`src/rtl/clusterv_main_sram_arbiter.sv`:
```
// Round-robin arbiter sharing the cluster main SRAM port among N_REQ requesters.
// Grants are combinational; read data is steered back via a one-hot owner register.
module clusterv_main_sram_arbiter #(
  parameter int N_REQ  = 4,
  parameter int ADDR_W = 10,
  parameter int DATA_W = 32
) (
  input  logic                       clock,
  input  logic                       reset,
  input  logic [N_REQ-1:0]           req,
  input  logic [N_REQ-1:0]           req_we,
  input  logic [N_REQ*ADDR_W-1:0]    req_addr,
  input  logic [N_REQ*DATA_W/8-1:0]  req_byte_en,
  input  logic [N_REQ*DATA_W-1:0]    req_wdata,
  output logic [N_REQ-1:0]           gnt,
  output logic [N_REQ-1:0]           rvalid,
  output logic [DATA_W-1:0]          rdata,
  output logic [ADDR_W-1:0]          t_addr,
  output logic                       t_read_en,
  output logic                       t_write_en,
  output logic [DATA_W/8-1:0]        t_byte_en,
  output logic [DATA_W-1:0]          t_write_data,
  input  logic [DATA_W-1:0]          t_read_data
);

  localparam int BE_W  = DATA_W / 8;
  localparam int IDX_W = (N_REQ > 1) ? $clog2(N_REQ) : 1;

  logic [IDX_W-1:0] rr_ptr_q, rr_ptr_d;
  logic [N_REQ-1:0] rd_owner_q, rd_owner_d;
  logic [IDX_W-1:0] win;
  logic             hit;

  function automatic logic [IDX_W-1:0] wrap_add(
    input logic [IDX_W-1:0] base,
    input int               k
  );
    int s;
    s = int'(base) + k;
    if (s >= N_REQ) s = s - N_REQ;
    return IDX_W'(s);
  endfunction

  // Pick the first requester at or after rr_ptr, wrapping; no grant in reset.
  always_comb begin
    gnt = '0;
    win = '0;
    hit = 1'b0;
    if (!reset) begin
      for (int k = 0; k < N_REQ; k++) begin
        if (!hit && req[wrap_add(rr_ptr_q, k)]) begin
          hit = 1'b1;
          win = wrap_add(rr_ptr_q, k);
        end
      end
      if (hit) gnt[win] = 1'b1;
    end
  end

  // Drive the SRAM port from the winner's slice; idle port is all zero.
  always_comb begin
    t_addr       = '0;
    t_byte_en    = '0;
    t_write_data = '0;
    t_read_en    = 1'b0;
    t_write_en   = 1'b0;
    if (hit) begin
      t_addr       = req_addr[int'(win)*ADDR_W +: ADDR_W];
      t_byte_en    = req_byte_en[int'(win)*BE_W +: BE_W];
      t_write_data = req_wdata[int'(win)*DATA_W +: DATA_W];
      t_write_en   = req_we[win];
      t_read_en    = ~req_we[win];
    end
  end

  // Next pointer follows the winner; read owner tracks this cycle's read.
  always_comb begin
    rr_ptr_d   = rr_ptr_q;
    rd_owner_d = '0;
    if (hit) rr_ptr_d = wrap_add(win, 1);
    if (t_read_en) rd_owner_d = gnt;
  end

  // Pointer and read-owner state; reset drops any read in flight.
  always_ff @(posedge clock or posedge reset) begin
    if (reset) begin
      rr_ptr_q   <= '0;
      rd_owner_q <= '0;
    end else begin
      rr_ptr_q   <= rr_ptr_d;
      rd_owner_q <= rd_owner_d;
    end
  end

  assign rvalid = rd_owner_q;
  assign rdata  = t_read_data;

endmodule
```
`config.mk`:
```
export PLATFORM = sky130hd
export DESIGN_NAME = clusterv_main_sram_arbiter
export DESIGN_NICKNAME = d
export VERILOG_FILES = /design/src/rtl/clusterv_main_sram_arbiter.sv
export SDC_FILE = /design/constraint.sdc
export NUM_CORES = 1
export LEC_CHECK = 0
export BUFFER_PORTS_ARGS = -buffer_cell sky130_fd_sc_hd__buf_4
export CAP_MARGIN = 10
export CORE_AREA = 3 3 121 123
export CTS_CLUSTER_DIAMETER = 100
export DETAILED_ROUTE_END_ITERATION = 12
export DIE_AREA = 0 0 124 126
export GPL_TIMING_DRIVEN = 0
export SYNTH_ARGS = -nofsm -noshare
export SYNTH_HDL_FRONTEND = slang
export SYNTH_SLANG_ARGS = --single-unit
```
`constraint.sdc`:
```
create_clock -name clock -period 2.35 [get_ports clock]
set_clock_uncertainty 0.15 [all_clocks]
set_input_delay 0.235 -clock clock [delete_from_list [all_inputs] [get_ports clock]]
set_output_delay 0.235 -clock clock [all_outputs]
set_load 0.02 [all_outputs]
```
# Yosys cells after proc, flatten, opt, wreduce, memory -nomap -nowiden
# Cells that the tools add are included.
[classes]
n_addsub = 9
n_mul = 1
magnitude_cmp = 12
shifts = 3
n_mux = 44
bitwise_logic = 1
reduce_logical = 7
[ops]
columns = ["operator", "count"]
rows = [
  ["128-bit by 8-bit variable part select with 32-bit output", 1],
  ["40-bit by 7-bit variable part select with 10-bit output", 1],
  ["32-bit two-way mux", 1],
  ["2-bit two-way mux", 15],
  ["2-bit by 3-bit < comparator with 1-bit output, second input constant", 6],
  ["1-bit two-way mux", 17],
  ["4-bit two-way mux", 4],
  ["16-bit by 5-bit variable part select with 4-bit output", 1],
  ["3-bit >= comparator, second input constant", 4],
  ["1-bit binary-select mux with 2-bit select", 5],
  ["10-bit two-way mux", 1],
  ["2-bit by 1-bit subtractor with 2-bit output, second input constant", 5],
  ["2-bit by 1-bit adder with 3-bit output, second input constant", 2],
  ["2-bit by 2-bit adder with 3-bit output, second input constant", 2],
  ["2-bit by 3-bit multiplier with 5-bit output, second input constant", 1],
  ["1-bit logical AND", 4],
  ["2-bit by 3-bit >= comparator with 1-bit output, second input constant", 1],
  ["1-bit zero test", 3],
  ["1-bit demux with 2-bit select", 1],
  ["2-bit by 1-bit >= comparator with 1-bit output, second input constant", 1],
  ["1-bit NOT", 1],
]
[totals]
register_bits = 6
inputBits = 226
output_inout_bits = 88
wordCells = 79

# Longest topological paths before layout
# Gate-level depths: netlist of the first run.
[logic_depth]
word_depth = 26
ltp_mapped = 8
depth_no_buf = 5

# Least setup slack after synthesis of the first run
# Ideal clock, no wire load.
[synth_timing]
path_kind = "register to output"
startpoint = "register rr_ptr_q[1]"
endpoint = "output t_byte_en[0]"
t_arrival_ns = 1.996
required_time_ns = 1.965
setup_slack_ns = -0.031
path_stages_with_launch = 9
n_path_buf = 3
cell_sequence = "dfrtp_1 -> inv_2 -> or4_1 -> buf_2 -> a21oi_2 -> buf_6 -> buf_12 -> mux2i_1 -> o22ai_1"
[synth_between]
elab_chain_cells = 22
word_cells_on_any_way = 50
classes_between = "add/sub: 7; order compare: 4; shift: 1; mux: 32; reduce/logical: 6"
[synth_rtl]
columns = ["item", "line_no", "text"]
rows = [
  ["start, declared", "29", "logic [IDX_W-1:0] rr_ptr_q, rr_ptr_d;"],
  ["start signal, assigned", "90", "rr_ptr_q <= rr_ptr_d;"],
  ["2-bit by 3-bit >= comparator with 1-bit output or 2-bit by 1-bit subtractor with 2-bit output (tied branches)", "40", "if (s >= N_REQ) s = s - N_REQ;"],
  ["2-bit two-way mux", "40", ""],
  ["2-bit two-way mux", "49", "if (!reset) begin"],
  ["1-bit binary-select mux with 2-bit select", "51", "if (!hit && req[wrap_add(rr_ptr_q, k)]) begin"],
  ["1-bit two-way mux (not written as such)", "51", ""],
  ["1-bit two-way mux", "51", ""],
  ["1-bit two-way mux", "49", ""],
  ["1-bit zero test", "51", ""],
  ["[5 not listed]", "n/a", ""],
  ["1-bit two-way mux", "51", ""],
  ["1-bit two-way mux", "49", ""],
  ["1-bit zero test", "51", ""],
  ["1-bit logical AND", "51", ""],
  ["2-bit two-way mux", "51", ""],
  ["2-bit two-way mux (2 in series)", "49", ""],
  ["16-bit by 5-bit variable part select with 4-bit output", "69", "t_byte_en = req_byte_en[int'(win)*BE_W +: BE_W];"],
  ["4-bit two-way mux (*)", "67", "if (hit) begin"],
  ["end, declared", "21", "output logic [DATA_W/8-1:0] t_byte_en,"],
]
# Mark *: on every way between the ends. The rest lies on a longest branch, timed or not. The select of a mux whose other input is x is not followed.

# Worst setup path after layout of the first run
[layout_timing]
startpoint = "register rr_ptr_q[0]"
endpoint = "output t_byte_en[3]"
# Same word-level chain as after synthesis.

==> reports/qor.txt, run 1 <==
Synth Area in XOR/XNOR: 0.4294%
Vias per cell: 4.342
Synth async-reset ratio: 100.0%
Worst endpoint data arrival time: 2.36 ns
Antenna violations before repair: 0
Leak pwr: 2.553 nW
NetSw: 0.001620 W
Post-synth EDFFs: 0
Clock buffer depth: 2
Antenna cell count: 0
Placeable Area: 13770 sq um
Worst skew pair latency: 0.23 ns
ANT nets after route: 0
Worst Hold Class: in -> reg
Post-Syn Area per Cell: 8.569 sq um
Net Sw Frac: 43.81%
Peak supply drop: 0.0002456 V
CTS tree: built
Detailed Place HPWL: 10200 microns
CTS clock-pin slew for the worst setup and hold paths: 0.03 ns
Final-stage net count: 768
Wire length per cell: 17.77 microns
RSZ-0062 raised after global routing: yes
Die footprint: 15620 sq um
Site Rows: 43
Int Pwr: 0.002078 W
Die W: 124 microns
Drt pass-1 iters: 4
Area Growth Syn to Fin: 156.9%
Main synth FF type: dfrtp_1
RD Place Congestion: 0.7852
Worst-margin pin slew: 0.4630 ns
Final setup TNS: -15.33 ns
Sequential share of power: 4.0%
P per Cell Area: 705.9 nW/um^2
Crit path capture type: output port
Seq cells post-synth: 6
# DRC: 0
Grt total ovfl: 0
Total of fill cells in the finished design: 1370
GR Util All Layers: 13.87%
Max-Cap Viols: 0
Largest net degree at the start of global routing: 11
Combinational Power Share: 88.6%
Final setup vio count: 50
Status: complete, but fails checks
Post-Synth Adder-Cell Area: 0%
Synth top cells by count: 94 x mux2i_1, 39 x o22ai_1, 35 x buf_4
Post-synthesis simple-gate area fraction: 6.196%
Final worst-path cycle share: 116.8%
Multiplexer area fraction after synthesis: 46.13%
Max Clk Rate: 364.4 MHz
Ys Warns: 0
Synth cell types: 30
Area fraction of the dominant cell type after synthesis: 46.13%
Clock root buffer: clkbuf_16
# H-tree levels: 1
Failing checks: negative setup slack
Seq/Total Area, Yosys: 7.362%
CP required: 1.97 ns
Reg area: 150.1 sq um
Clock power share: 7.4%
Syn_nets: 464
Initial core utilization: 14.81%
Die Y: 126 microns
Port buffer count: 281
Clock sinks: 6
Setup ws final: -0.3943 ns
Vias in the first global route: 3276
Min Tclk post-route: 2.744 ns
WHS: 0.02773 ns
Worst Path Max Fanout: 4
Area of the multi-input gates: 1834 sq um
Rel. slew slack: 69.13%
Routed vias: 3126
Ratio of cells with drive above 1 in the final layout: 76.30%
Global-route wire length before repair: 16910 microns
Final wirelength: 12790 microns
Setup CP Type: reg -> out
Pins over their slew limit: 0
CTS Buf Count: 3
Setup slack at placement: -0.9583 ns
Top cells by area, synth: mux2i_1 46%, buf_4 13%, o22ai_1 12%
Post-synthesis cell count: 238
I/O pins: 314
Endpoints failing hold: 0
Area fraction in compound gates after synthesis: 20.31%
Synth area leader: mux2i_1
DRT iter0 DRCs: 74
Main combinational cell family by area after synthesis: multiplexers
Crit path launch type: register
Post-Syn Area: 2039 sq um
Most frequent cell after synthesis: mux2i_1
## cell families after synthesis
group,Yosys count
flops,6
compound gates,56
buf+inv,56
simple gates,25
xor+xnor,1
mux,94
## worst paths after layout
check,from,end,slack (ns),cells past startpoint
max,rr_ptr_q[0],t_byte_en[3],-0.39,9
min,req_we[1],rvalid[1],0.03,2
max reg2reg,rr_ptr_q[0],rr_ptr_q[0],0.21,9
min reg2reg,rr_ptr_q[0],rr_ptr_q[0],0.47,2
max in group asynchronous,reset,rr_ptr_q[0],1.33,3
min in group asynchronous,reset,rvalid[3],0.49,3
## worst max-delay path, cell delays in order (launching register included)
cell and delay [ns]:
dfrtp_1 0.41, nor2b_2 0.07, or4_4 0.53, a21oi_4 0.18
buf_4 0.15, clkbuf_16 0.15, buf_4 0.12, mux2i_1 0.23
o22ai_1 0.12, buf_4 0.17
## sequential cells by signal, indices dropped and copies added, names as in the netlist
signal    cells
rr_ptr_q      2
rvalid        4
## power groups by stage
stage          clock (W)  sequential, W  combinational, W
2_1_floorplan          0       0.000152           0.00165
3_3_place_gp           0       0.000148           0.00263
3_5_place_dp           0       0.000149           0.00265
4_1_cts         0.000277       0.000147           0.00302
5_1_grt         0.000283       0.000153           0.00346
6_report        0.000275       0.000148           0.00328
## timing repair
action | CTS | global route
cloned | 0 | 5
buffers inserted | 10 | 4
hold buffers | 1 | 0
pin swaps | 2 | 4
hold endpoints to repair | 6 | 0
resized for setup | 70 | 41
endpoints found under the setup margin | 51 | 51
## through the flow
stage / power, W / cell area (sq um) / std cells / utilization, %
finish: 0.003698 / 5239 / 720 / 38.04
detailed placement: 0.002803 / 4499 / 699 / 32.67
global route: 0.003895 / 5239 / 720 / 38.04
global placement: 0.002783 / 4499 / 699 / 32.67
floorplan: 0.001802 / 2165 / 238 / -
CTS: 0.003445 / 4918 / 712 / 35.71
## per-layer routing
| metal | vias up | GRT usage (%) | share of wire, % |
|---|---|---|---|
| li1 | 1483 | - | - |
| met1 | 1433 | 15.10 | 35 |
| met2 | 200 | 27.78 | 55 |
| met3 | 10 | 1.886 | 9.1 |
| met4 | 0 | 2.706 | 1.1 |
| met5 | - | 0 | 0 |
## placed cells by master, fill, tap and decap left out, types with 6 or more instances in the layout
| cell | instances |
|---|---|
| buf_4 | 300 |
| mux2i_1 | 72 |
| buf_6 | 33 |
| o22ai_2 | 29 |
| o22ai_1 | 19 |
| mux2i_4 | 13 |
| nor2_1 | 9 |
| mux2i_2 | 9 |
| clkbuf_16 | 8 |
| dfrtp_1 | 6 |
## cell type report
class                      instances  area share, %
inverter                           2         0.1433
multi-input combinational        176          35.01
clock buffer                       3          1.433
timing repair buffer             301          47.07
buffer                            52          9.171
sequential                         6          2.866
tap                              180          4.299
Power figures use the tool's default switching activity.
==> run 2: changes to the inputs <==
Settings changed: ABC_AREA set to 1, CORE_AREA 3 3 121 123 to 3 3 122 124, CTS_BUF_LIST set to sky130_fd_sc_hd__clkbuf_4 sky130_fd_sc_hd__clkbuf_8 sky130_fd_sc_hd__clkbuf_16, DIE_AREA 0 0 124 126 to 0 0 125 127, PLACE_DENSITY set to 0.66.
==> reports/qor.txt, run 2 <==
Wire length per cell: 15.99 microns
# DRC: 0
Clock root buffer: clkbuf_16
Most common cell after layout, fill and taps aside: buf_4
Ratio of cells with drive above 1 in the final layout: 52.67%
CTS Buf Count: 3
Post-synthesis cell count: 699
Crit path launch type: register
Seq cells post-synth: 6
CTS tree: built
Failing checks: negative setup slack
Final wirelength: 19060 microns
Worst endpoint data arrival time: 2.47 ns
Crit-path cells: buf_6 -> nand2_4 -> nand2_4 -> nand2_2 -> nand2_2 -> nor2_4 -> nand3_2 -> nand2_4 -> nand3_4 -> clkbuf_16 -> clkbuf_16 -> nand2_2 -> nand3_2 -> a21oi_2 -> buf_6
Final worst-path cycle share: 121.7%
Vias in the first global route: 5405
Final setup vio count: 52
Post-Syn Area: 3402 sq um
Hold path depth: 4
Combinational Power Share: 94.9%
Post-synth EDFFs: 0
Max-Cap Viols: 0
R2R depth: 14
Setup ws final: -0.5097 ns
R2r setup slk: 0.07 ns
Initial core utilization: 24.51%
Clock buffer depth: 2
Global-route wire length before repair: 27590 microns
Rel. slew slack: 49.62%
RD Place Congestion: 0.9303
Most frequent cells in the layout: 313 x buf_4, 197 x inv_1, 96 x nand4_1
GR Util All Layers: 20.98%
CP peak stage delay: 0.46 ns
Die footprint: 15880 sq um
Detailed Place HPWL: 14130 microns
Ys Warns: 0
# H-tree levels: 1
Worst Hold Class: in -> reg
ANT nets after route: 0
Area fraction of the dominant cell type after synthesis: 22.18%
Setup CP Type: reg -> out
Synth async-reset ratio: 100.0%
P per Cell Area: 1344 nW/um^2
FF-to-FF End: rvalid[1]
Antenna violations before repair: 0
Worst-margin pin slew: 0.7557 ns
Clock power share: 3.0%
Placeable Area: 13880 sq um
Port buffer count: 281
Grt total ovfl: 0
I/O pins: 314
Synth area leader: inv_1
Sequential share of power: 2.1%
Top cells by area, synth: inv_1 22%, nand4_1 18%, nand2_1 15%
Seq/Total Area, Yosys: 4.413%
Total of fill cells in the finished design: 1469
Area Growth Syn to Fin: 107.8%
Hold worst-path end: rvalid[1]
CTS clock-pin slew for the worst setup and hold paths: 0.04 ns
Net Sw Frac: 55.12%
Most frequent cell after synthesis: inv_1
Pins over their slew limit: 0
Status: complete, but fails checks
DRT iter0 DRCs: 257
RSZ-0062 raised after global routing: yes
Crit path capture type: output port
Synth top cells by count: 201 x inv_1, 138 x nand2_1, 101 x nand3_1
Synth cell types: 21
Area of the multi-input gates: 2541 sq um
Endpoints failing hold: 0
Reg area: 152.6 sq um
Post-Syn Area per Cell: 4.867 sq um
Die Y: 127 microns
Hold path startpoint: req_we[0]
Site Rows: 43
Max Clk Rate: 349.7 MHz
Peak supply drop: 0.0004770 V
Total chip power: 0.009496 W
Largest net degree at the start of global routing: 16
Die W: 125 microns
Routed vias: 5606
Vias per cell: 4.703
Antenna cell count: 0
Clock sinks: 6
Slowest cell on crit path: dfrtp_2
Worst Path Max Fanout: 6
RR Startpoint: rr_ptr_q[0]
Max FFs per register: 4
Main synth FF type: dfrtp_1
NetSw: 0.005235 W
Min Tclk post-route: 2.860 ns
Final setup TNS: -22.51 ns
Int Pwr: 0.004262 W
Syn_nets: 925
CP required: 1.97 ns
Leak pwr: 4.220 nW
Drt pass-1 iters: 5
Final-stage net count: 1240
Worst skew pair latency: 0.23 ns
WHS: 0.1402 ns
==> run 2: how the worst max path moves through the flow <==
| stage | start | end | cells after the start |
|---|---|---|---|
| final | rr_ptr_q[0] | t_write_data[23] | 15 |
| after global routing | rr_ptr_q[0] | t_write_data[23] | 14 |
| after CTS | rr_ptr_q[0] | t_write_data[24] | 15 |
| after detailed placement | rr_ptr_q[0] | t_addr[9] | 13 |
| after global placement | rr_ptr_q[0] | t_write_data[12] | 13 |
| after floorplan | rr_ptr_q[0] | t_addr[2] | 12 |
==> run 2: logic make-up (layout without fill, tap and decap cells) <==
logic type	count (synthesis)	after routing	synth area share, %
AO/OA/AOI/OAI	51	51	7.613
buffers and inverters	293	605	37.44
flip-flops	6	6	4.413
AND/OR/NAND/NOR	349	350	50.53
==> run 2: layout make-up <==
class,instances,share of cell area [%]
clock buffers,3,1.062
flip-flops and latches,6,2.160
plain buffers,88,10.32
repair inverters,1,0.1062
well taps,180,3.186
multi-input cells,401,35.95
inverters,205,11.03
repair buffers,308,36.18
==> run 2: metal layers <==
layer	GRT usage (%)	part of all wire [%]	wire, microns
met1	25.70	39	7511
met2	38.98	52	9860
met3	3.261	7.3	1382
met4	4.145	1.6	308
met5	0	0	0
==> run 2: critical path: cells and delay by family, from the launching register on <==
family | cells | cell delay [ns]
compound gates | 1 | 0.17
buf+inv | 4 | 0.67
flops | 1 | 0.46
simple gates | 10 | 0.93
==> run 2: power by group through the flow <==
stage	clock network [W]	logic, W	registers, W
after CTS	0.000283	0.00785	0.000199
after global placement	0	0.00651	0.000180
after detailed placement	0	0.00653	0.000180
after floorplan	0	0.00410	0.000212
final	0.000281	0.00901	0.000204
after global routing	0.000290	0.00966	0.000210
==> run 2: per-stage QoR <==
| stage | worst slack, ns | area [sq um] | instances | util [%] |
|---|---|---|---|---|
| 3_5_place_dp | -0.5210 | 5812 | 1160 | 41.87 |
| 3_3_place_gp | -0.5165 | 5812 | 1160 | 41.87 |
| 2_1_floorplan | 0.0007143 | 3477 | 699 | - |
| 4_1_cts | -0.4284 | 6465 | 1182 | 46.57 |
| 6_report | -0.5097 | 7068 | 1192 | 50.92 |
| 5_1_grt | -0.6745 | 7068 | 1192 | 50.92 |
==> run 2: timing repair <==
action / in CTS / in global routing
resized for setup: 124 / 137
pin swaps: 22 / 28
hold buffers: 0 / 0
endpoints found under the setup margin: 56 / 55
gates cloned: 5 / 4
buffers inserted: 14 / 6
==> run 3: changes to the inputs <==
Settings changed: ABC_AREA 1 to not set, CORE_AREA 3 3 122 124 to 3 3 121 123, DIE_AREA 0 0 125 127 to 0 0 124 126, GPL_TIMING_DRIVEN 0 to not set, PLACE_DENSITY 0.66 to 0.55.
==> reports/qor.txt, run 3 (synthesis results as in run 1) <==
GR Util All Layers: 12.95%
WHS: 0.04006 ns
Die Y: 126 microns
Sequential share of power: 3.9%
Combinational Power Share: 89.0%
Min Tclk post-route: 2.621 ns
I/O pins: 314
Antenna cell count: 0
Setup slack at placement: -0.1860 ns
# H-tree levels: 1
Worst Hold Class: in -> reg
Rel. slew slack: 78.45%
Antenna violations before repair: 0
Grt total ovfl: 0
Stages on the worst setup path: 8
R2R depth: 8
Ratio of cells with drive above 1 in the final layout: 74.37%
Peak supply drop: 0.0004121 V
CP peak stage delay: 0.50 ns
Worst-margin pin slew: 0.3233 ns
Routed vias: 2931
CTS tree: built
Endpoints failing hold: 0
Global-route wire length before repair: 15910 microns
Worst Path Max Fanout: 7
Max Clk Rate: 381.6 MHz
# DRC: 0
Area Growth Syn to Fin: 141.2%
Clock root buffer: clkbuf_16
Final core occ: 35.71%
Crit-path cells: nor2b_2 -> or4_4 -> a21oi_4 -> buf_6 -> buf_12 -> mux2i_2 -> o22ai_2 -> buf_6
DRT iter0 DRCs: 42
Clock sinks: 6
Setup ws final: -0.2706 ns
Most frequent cells in the layout: 235 x buf_4, 69 x mux2i_1, 34 x buf_6
Clock power share: 7.2%
Final setup vio count: 50
Die footprint: 15620 sq um
CTS Buf Count: 3
Clock buffer depth: 2
Net Sw Frac: 42.52%
Final-stage net count: 704
Drt pass-1 iters: 4
Vias per cell: 4.468
Leak pwr: 2.302 nW
Worst skew pair latency: 0.23 ns
Wire length per cell: 19.53 microns
Largest net degree at the start of global routing: 51
ANT nets after route: 0
CTS clock-pin slew for the worst setup and hold paths: 0.03 ns
RD Place Congestion: 0.8380
NetSw: 0.001634 W
Max-Cap Viols: 0
Crit path top cell by count: buf_6
CP Buf/Inv Count: 3
Worst endpoint data arrival time: 2.24 ns
Placeable Area: 13770 sq um
Hold path depth: 2
Initial core utilization: 14.81%
R2r setup slk: 0.32 ns
Port buffer count: 249
Setup CP Type: reg -> out
Max FFs per register: 4
Most common cell after layout, fill and taps aside: buf_4
Failing checks: negative setup slack
Vias in the first global route: 3004
Pins over their slew limit: 0
Int Pwr: 0.002210 W
RSZ-0062 raised after global routing: yes
Crit path launch type: register
Crit path capture type: output port
CP delay by family, top: simple AND/OR/NAND/NOR gates
Status: complete, but fails checks
CP required: 1.97 ns
Detailed Place HPWL: 8440 microns
Slowest cell on crit path: or4_4
Total chip power: 0.003844 W
Final worst-path cycle share: 111.5%
P per Cell Area: 781.5 nW/um^2
Site Rows: 43
Final wirelength: 12810 microns
Die W: 124 microns
==> run 3: cell count changes in the layout (fill, tap and decap cells not counted), sizes merged, moves of 48 or more <==
cell / before / now
inv: 205 / 2
nand2: 140 / 4
nand3: 105 / 1
nand4: 96 / 0
mux2i: 0 / 94
buf: 372 / 282
o22ai: 0 / 48
==> run 3: final timing paths <==
| kind | to | start |
|---|---|---|
| worst max-delay path | t_write_data[21] | rr_ptr_q[0] |
| worst min register to register | rr_ptr_q[0] | rr_ptr_q[0] |
| max in group asynchronous | rvalid[3] | reset |
| min in group asynchronous | rr_ptr_q[1] | reset |
| worst max register to register | rr_ptr_q[0] | rr_ptr_q[0] |
| worst min-delay path | rvalid[1] | req_we[1] |
==> run 3: layer usage <==
layer	track usage, %	share of wire [%]	up-vias
met1	15.06	40	1414
met2	25.07	52	132
li1	-	-	1365
met5	0	0	-
met4	1.611	0.48	0
met3	2.021	7.4	20
==> run 3: through the flow <==
step | TNS [ns] | area [sq um] | instances
CTS | -13.77 | 4477 | 646
global placement | -4.258 | 4085 | 630
detailed placement | -5.393 | 4085 | 630
finish | -11.47 | 4918 | 656
floorplan | 0 | 2165 | 238
global route | -16.63 | 4918 | 656
==> run 3: timing repair <==
item / in CTS / in global routing
hold endpoints to repair: 6 / 0
buffers inserted: 7 / 3
setup endpoints to repair: 50 / 51
resized for setup: 32 / 55
hold buffers: 1 / 0
cloned: 5 / 7
pin swaps: 2 / 11
==> run 3: layout make-up <==
class | instances | area, sq um
flip-flops and latches | 6 | 150.1
fillers | 1397 | 8855
multi-input cells | 176 | 1853
clock buffers | 3 | 75.07
repair buffers | 289 | 2608
inverters | 2 | 7.507
well taps | 180 | 225.2
==> run 3: power groups by stage <==
stage | Combinational, W | Sequential (W) | Clock (W)
6_report | 0.00342 | 0.000149 | 0.000275
5_1_grt | 0.00360 | 0.000151 | 0.000285
4_1_cts | 0.00297 | 0.000146 | 0.000279
3_5_place_dp | 0.00251 | 0.000147 | 0
3_3_place_gp | 0.00249 | 0.000149 | 0
2_1_floorplan | 0.00165 | 0.000152 | 0
